[config.mk]
export PLATFORM = sky130hd
export DESIGN_NAME = irq_prio_ctrl
export DESIGN_NICKNAME = d
export VERILOG_FILES = /design/src/rtl/irq_prio_ctrl.sv
export SDC_FILE = /design/constraint.sdc
export NUM_CORES = 1
export LEC_CHECK = 0
export BUFFER_PORTS_ARGS = -buffer_cell sky130_fd_sc_hd__buf_4
export CAP_MARGIN = 40
export CORE_ASPECT_RATIO = 1.5
export CORE_MARGIN = 2
export CORE_UTILIZATION = 25
export CTS_BUF_LIST = sky130_fd_sc_hd__clkbuf_8 sky130_fd_sc_hd__clkbuf_16
export DETAILED_ROUTE_END_ITERATION = 6
export SLEW_MARGIN = 20
export SYNTH_ARGS = -nofsm -noshare
export SYNTH_HDL_FRONTEND = slang
export SYNTH_SLANG_ARGS = --single-unit
[constraint.sdc]
create_clock -name clk -period 2.02 [get_ports clk]
set_clock_uncertainty 0.05 [all_clocks]
set_input_delay 0.101 -clock clk [delete_from_list [all_inputs] [get_ports clk]]
set_output_delay 0.101 -clock clk [all_outputs]
set_load 0.02 [all_outputs]
[src/rtl/irq_prio_ctrl.sv]
// rtl/irq_prio_ctrl.sv - clocked priority interrupt controller with pending latches, mask and irq/ack handshake
// Optional IRQ_EDGE_EN: pend lines on rising request edges instead of levels.
module irq_prio_ctrl #(
    parameter int NCH  = 9,
    parameter int NBUS = 3,
    parameter int VW   = 5
) (
    input  logic                   clk,
    input  logic                   rst,
    input  logic [NCH*NBUS-1:0]    req_i,
    input  logic                   mask_we,
    input  logic [NCH*NBUS-1:0]    mask_din,
    input  logic                   ack_i,
    output logic                   irq_o,
    output logic [VW-1:0]          vec_o,
    output logic [NCH*NBUS-1:0]    pend_o
);

    localparam int N = NCH * NBUS;

    if ((2 ** VW) < N) begin : g_vw_check
        $error("irq_prio_ctrl: VW too narrow for NCH*NBUS lines");
    end

    typedef enum logic [1:0] {
        IDLE   = 2'd0,
        ASSERT = 2'd1,
        GAP    = 2'd2
    } state_t;

    state_t         state;
    state_t         state_nxt;
    logic [N-1:0]   pend;
    logic [N-1:0]   mask;
    logic [N-1:0]   elig;
    logic [N-1:0]   set_vec;
    logic [N-1:0]   clr_vec;
    logic [VW-1:0]  win;
    logic           any_elig;
    logic           ack_take;

`ifdef IRQ_EDGE_EN
    logic [N-1:0]   req_q;

    always_ff @(posedge clk) begin
        if (rst) begin
            req_q <= '0;
        end else begin
            req_q <= req_i;
        end
    end

    assign set_vec = req_i & ~req_q;
`else
    assign set_vec = req_i;
`endif

    assign elig     = pend & ~mask;
    assign any_elig = |elig;
    assign ack_take = (state == ASSERT) && ack_i;

    // Lowest flat index wins, so scan from the top and let lower indices overwrite.
    always_comb begin
        win = '0;
        for (int i = N - 1; i >= 0; i--) begin
            if (elig[i]) begin
                win = VW'(i);
            end
        end
    end

    always_comb begin
        clr_vec = '0;
        if (ack_take) begin
            clr_vec = N'(1) << vec_o;
        end
    end

    // Clear of the serviced line beats a simultaneous set of the same line.
    always_ff @(posedge clk) begin
        if (rst) begin
            pend <= '0;
        end else begin
            pend <= (pend | set_vec) & ~clr_vec;
        end
    end

    always_ff @(posedge clk) begin
        if (rst) begin
            mask <= '1;
        end else if (mask_we) begin
            mask <= mask_din;
        end
    end

    always_ff @(posedge clk) begin
        if (rst) begin
            vec_o <= '0;
        end else if ((state == IDLE) && any_elig) begin
            vec_o <= win;
        end
    end

    always_ff @(posedge clk) begin
        if (rst) begin
            state <= IDLE;
        end else begin
            state <= state_nxt;
        end
    end

    always_comb begin
        state_nxt = state;
        case (state)
            IDLE:    if (any_elig) state_nxt = ASSERT;
            ASSERT:  if (ack_i)    state_nxt = GAP;
            GAP:     state_nxt = IDLE;
            default: state_nxt = IDLE;
        endcase
    end

    always_comb begin
        irq_o = (state == ASSERT);
    end

    assign pend_o = pend;

endmodule

---- Word-level counts from Yosys, hierarchy flattened ----
Index checks and enable logic that the tools add are counted.
word-level totals
  register bits after elaboration ......... 61
  output and inout bits ................... 33
operators by class
  equality and inequality tests ........... 3
  shift-type cells ........................ 1
  mux-type cells .......................... 31
  bitwise gates (word level) .............. 5
  reduce and logical (&&, ||, !) cells .... 5
operators by type and width
  kind                                                                    number
  5-bit two-way mux                                                       27
  27-bit AND                                                              2
  27-bit inverter                                                         2
  27-bit two-way mux                                                      1
  27-bit bitwise OR                                                       1
  27-bit OR reduction                                                     1
  1-bit by 5-bit << shifter with 27-bit output (first input constant)     1
  2-bit two-way mux                                                       2
  2-bit != test (second input constant)                                   2
  2-bit case mux with 2 select lines                                      1
  2-bit by 1-bit equality test with 1-bit output (second input constant)  1
  1-bit logical AND                                                       2
  2-bit logical NOT                                                       1
  2-bit AND reduction                                                     1

---- Logic depth before layout (Yosys ltp) ----
  word-level depth ........................ 29
  depth in mapped cells ................... 6
  depth with buffers taken out ............ 6

---- Worst setup path before layout ----
Ideal clock, no wire load.
  path type ............................... register to register
  start point ............................. register pend[10] (netlist: pend_o[10])
  end point ............................... register vec_o[1]
  arrival ................................. 1.865 ns
  required time ........................... 1.903 ns
  path slack .............................. 0.037 ns
  cell stages (with the launch flop) ...... 7
  path buffers ............................ 0
  period minus slack after synthesis ...... 1.983 ns
  path through ............................ dfxtp_1 -> nor2b_4 -> or4_4 -> nor4_4 -> a41oi_4 -> or2_0 -> a21oi_2
on the way
  cells in the longest elaborated chain, start to end .. 12
  elaborated cells on any way between the ends .. 14
ends and longest elaborated chain
  element                           line  text
  start: declaration                33    logic [N-1:0] pend;
  start signal: assignment          84    pend <= (pend | set_vec) & ~clr_vec;
  27-bit AND (*)                    58    assign elig = pend & ~mask;
  5-bit two-way mux (11 in series)  66    if (elig[i]) begin
  end signal: assignment            100   vec_o <= win;
  end: declaration                  15    output logic [VW-1:0] vec_o,
Every way passes the cells marked *; elsewhere a longest branch is shown, timed or not.
A chain may end at the register's enable or synchronous reset.

---- Final worst setup path ----
  start point ............................. register pend[11] (netlist: pend_o[11])
  end point ............................... register vec_o[1]
on the way
  cells in the longest elaborated chain, start to end .. 13
  elaborated cells on any way between the ends .. 15
ends and longest elaborated chain
  element                           line
  27-bit AND (*)                    58
  5-bit two-way mux (12 in series)  66
Marked as above.

==> flow_summary.json <==
{
  "slew_viol_final": 0,
  "setup_viol": 0,
  "drv_cap": 0,
  "powerDensity_nw_per_um2": 845,
  "timing.final.crit_period_ps": 1930,
  "dr.pass1.iters": 4,
  "drc": 0,
  "cp-endpoint": "vec_o[1]",
  "synthesis.nets": 361,
  "cts_setup_buffers": 0,
  "synth_seq_cells": 61,
  "synth_edf_count": 0,
  "slew-limit-headroom": 0.626,
  "dieArea_um2": 11700,
  "rsz0062_at_grt": "no",
  "num-nets-final": 495,
  "port-buffer-count": 90,
  "root_buffer": "clkbuf_16",
  "fmax_ghz": 0.518,
  "crit_start": "pend_o[11]",
  "status": "complete, no violations",
  "top_layer_used": "met4",
  "synthArstFlopShare": 0,
  "drtIter0Drc": 80,
  "worstReg2RegStart": "pend_o[11]",
  "floorplan.initialDensity": 0.257,
  "routed_wl_mm": 8.64,
  "dp_hpwl_mm": 6.53,
  "met3_wirelength_um": 376,
  "drive_above_1_share": 0.270,
  "grt_pass1_vias": 2705,
  "yosys.area.top_type": "dfxtp_1",
  "r2r_cells": 6,
  "cp_num_cells": 6,
  "cp.required_ps": 2230,
  "num_vias": 2664,
  "fp.dieH_um": 131,
  "routabilityCongestion": 0.792,
  "regToRegSetupSlack_ps": 90,
  "mappedNetlistArea_um2": 2700,
  "placed_cells": 535,
  "drt-met1-wl_mm": 3.47,
  "cts.sinks": 61,
  "synth_top_family_by_area": "simple AND/OR/NAND/NOR gates",
  "grt_usage": 0.155,
  "grt_pass1_wl_mm": 13.6,
  "syn_area_per_cell_um2": 8.92,
  "hold_viol": 0,
  "synth.area.mux_share": 0.0963,
  "ys.flop_type": "dfxtp_1",
  "crit_arrival_ps": 2140,
  "cts_tree": "yes",
  "wl_met2_mm": 4.61,
  "synthXorXnorAreaFrac": 0,
  "p_leak_nw": 1.86,
  "netlist.area_leader.share": 0.452,
  "coreArea_um2": 10500,
  "slowest_delay_ps": 540,
  "yosysMostFrequentCell": "dfxtp_1",
  "finalInstanceArea_um2": 4210,
  "critical-path-top-delay-family": "simple AND/OR/NAND/NOR gates",
  "path_buf_inv": 0,
  "crit_type": "reg -> reg",
  "p_total_mw": 3.56,
  "cp-start-kind": "register",
  "cts.clk_slew.worst_paths_ps": 50,
  "htree_levels": 3,
  "synth.distinct_cells": 42,
  "synthAdderAreaFrac": 0,
  "area.growth.synth_to_final_pct": 55.9,
  "crit_fanout": 7,
  "synth_commonest_cells": "61 x dfxtp_1, 40 x nor2_1, 34 x nand2_1",
  "final_cells": 585,
  "cp_cell_sequence": "nor2b_1 > or4_4 > nor4_4 > a41oi_4 > or2_0 > a21oi_2",
  "layout_worst_path_cycle_share": 0.956,
  "antenna_found_initial": 0,
  "core.rowCount": 46,
  "cts_buffers": 9,
  "place_area_um2": 3590,
  "hold_class": "in -> reg",
  "diodes": 0,
  "peakVddDrop_uv": 451,
  "clock_latency_ps": 330,
  "critPathSlowestCell": "or4_4",
  "avgRoutedWirePerCell_um": 14.8,
  "dieWidth_um": 88.9,
  "synth-compound-area-share": 0.159,
  "yosysSeqAreaShare": 0.452,
  "yosys_warnings": 0,
  "avgViaCountPerCell": 4.55,
  "netlist_instances": 303,
  "synthTopCellsByArea": "dfxtp_1 45%, mux2i_1 9.6%, a211oi_1 7.5%, nor2_1 5.6%, nor2b_1 5.1%",
  "worst_setup_path_end_kind": "register",
  "grt_overflow": 0,
  "yosys.area_share.simple": 0.269,
  "grt_max_degree": 32,
  "worst_pin_slew_ps": 557,
  "io_pins": 91,
  "finalSetupTns_ps": 0,
  "drtAntennaViolNets": 0,
  "clk_path_buf_depth": 2,
  "timing.rr.end": "vec_o[1]"
}
-- logic make-up (layout without fill, tap and decap cells) --
logic type      count (synthesis)  in the layout
simple gates                  141            141
flops                          61             61
compound gates                 58             58
mux                            26             26
buf+inv                        17            155
-- metal layers --
metal | global-route usage | up-vias
met5 | 0 | -
met4 | 0.0631 | 0
met3 | 0.0421 | 11
met2 | 0.272 | 72
met1 | 0.170 | 1245
li1 | - | 1336
-- cell usage in the layout, fill, tap and decap left out, types with 15 or more instances in the layout --
master	synthesis	final
nor2b_1	22	22
nand2b_1	15	15
dfxtp_1	61	61
buf_4	0	100
nand2_1	34	34
nor2_1	40	40
mux2i_1	26	26
a211oi_1	27	27
dlygate4sd3_1	0	35
-- worst reg2reg max path: stages, from the launching register on --
cell	delay [ps]
dfxtp_1	310
nor2b_1	160
or4_4	540
nor4_4	220
a41oi_4	200
or2_0	250
a21oi_2	130
-- power breakdown --
group,internal (mW),switching [mW]
combinational,0.368,0.375
sequential,1.30,0.0837
clock,0.925,0.506
-- how the worst min path moves through the flow --
stage                       startpoint    endpoint  slack [ps]  depth (start not counted)
after detailed placement  mask_din[21]    mask[21]         270                          3
after global routing          req_i[7]   pend_o[7]           8                          3
after CTS                     req_i[7]   pend_o[7]           4                          3
final                         req_i[7]   pend_o[7]          10                          3
after floorplan                    rst  pend_o[25]         120                          1
after global placement    mask_din[19]    mask[19]         270                          3
-- per-stage QoR --
| stage | util | hold WS [ps] | setup WS (ps) |
|---|---|---|---|
| final | 0.400 | 10.2 | 88.2 |
| after global routing | 0.400 | 7.78 | 6.68 |
| after CTS | 0.400 | 4.12 | 69.1 |
| after detailed placement | 0.341 | 271 | 83.8 |
| after global placement | 0.341 | 271 | 110 |
| after floorplan | - | 123 | 37.4 |
-- timing repair --
action	CTS	global route
hold buffers	35	0
hold endpoints to repair	35	0
resized for setup	0	0
setup endpoints to repair	0	0
-- layout make-up --
cell class / instances / area [µm²]
clock buffer: 9 / 225
clock inverter: 6 / 50.0
fill: 1087 / 6320
inverter: 5 / 18.8
multi-input combinational: 225 / 1420
sequential: 61 / 1220
tap: 144 / 180
timing repair buffer: 135 / 1100
-- sequential cells by signal (all words and copies together), names as in the netlist --
name / flops
state: 2
vec_o: 5
pend_o: 27
mask: 27
(Power assumes the default switching activity.)
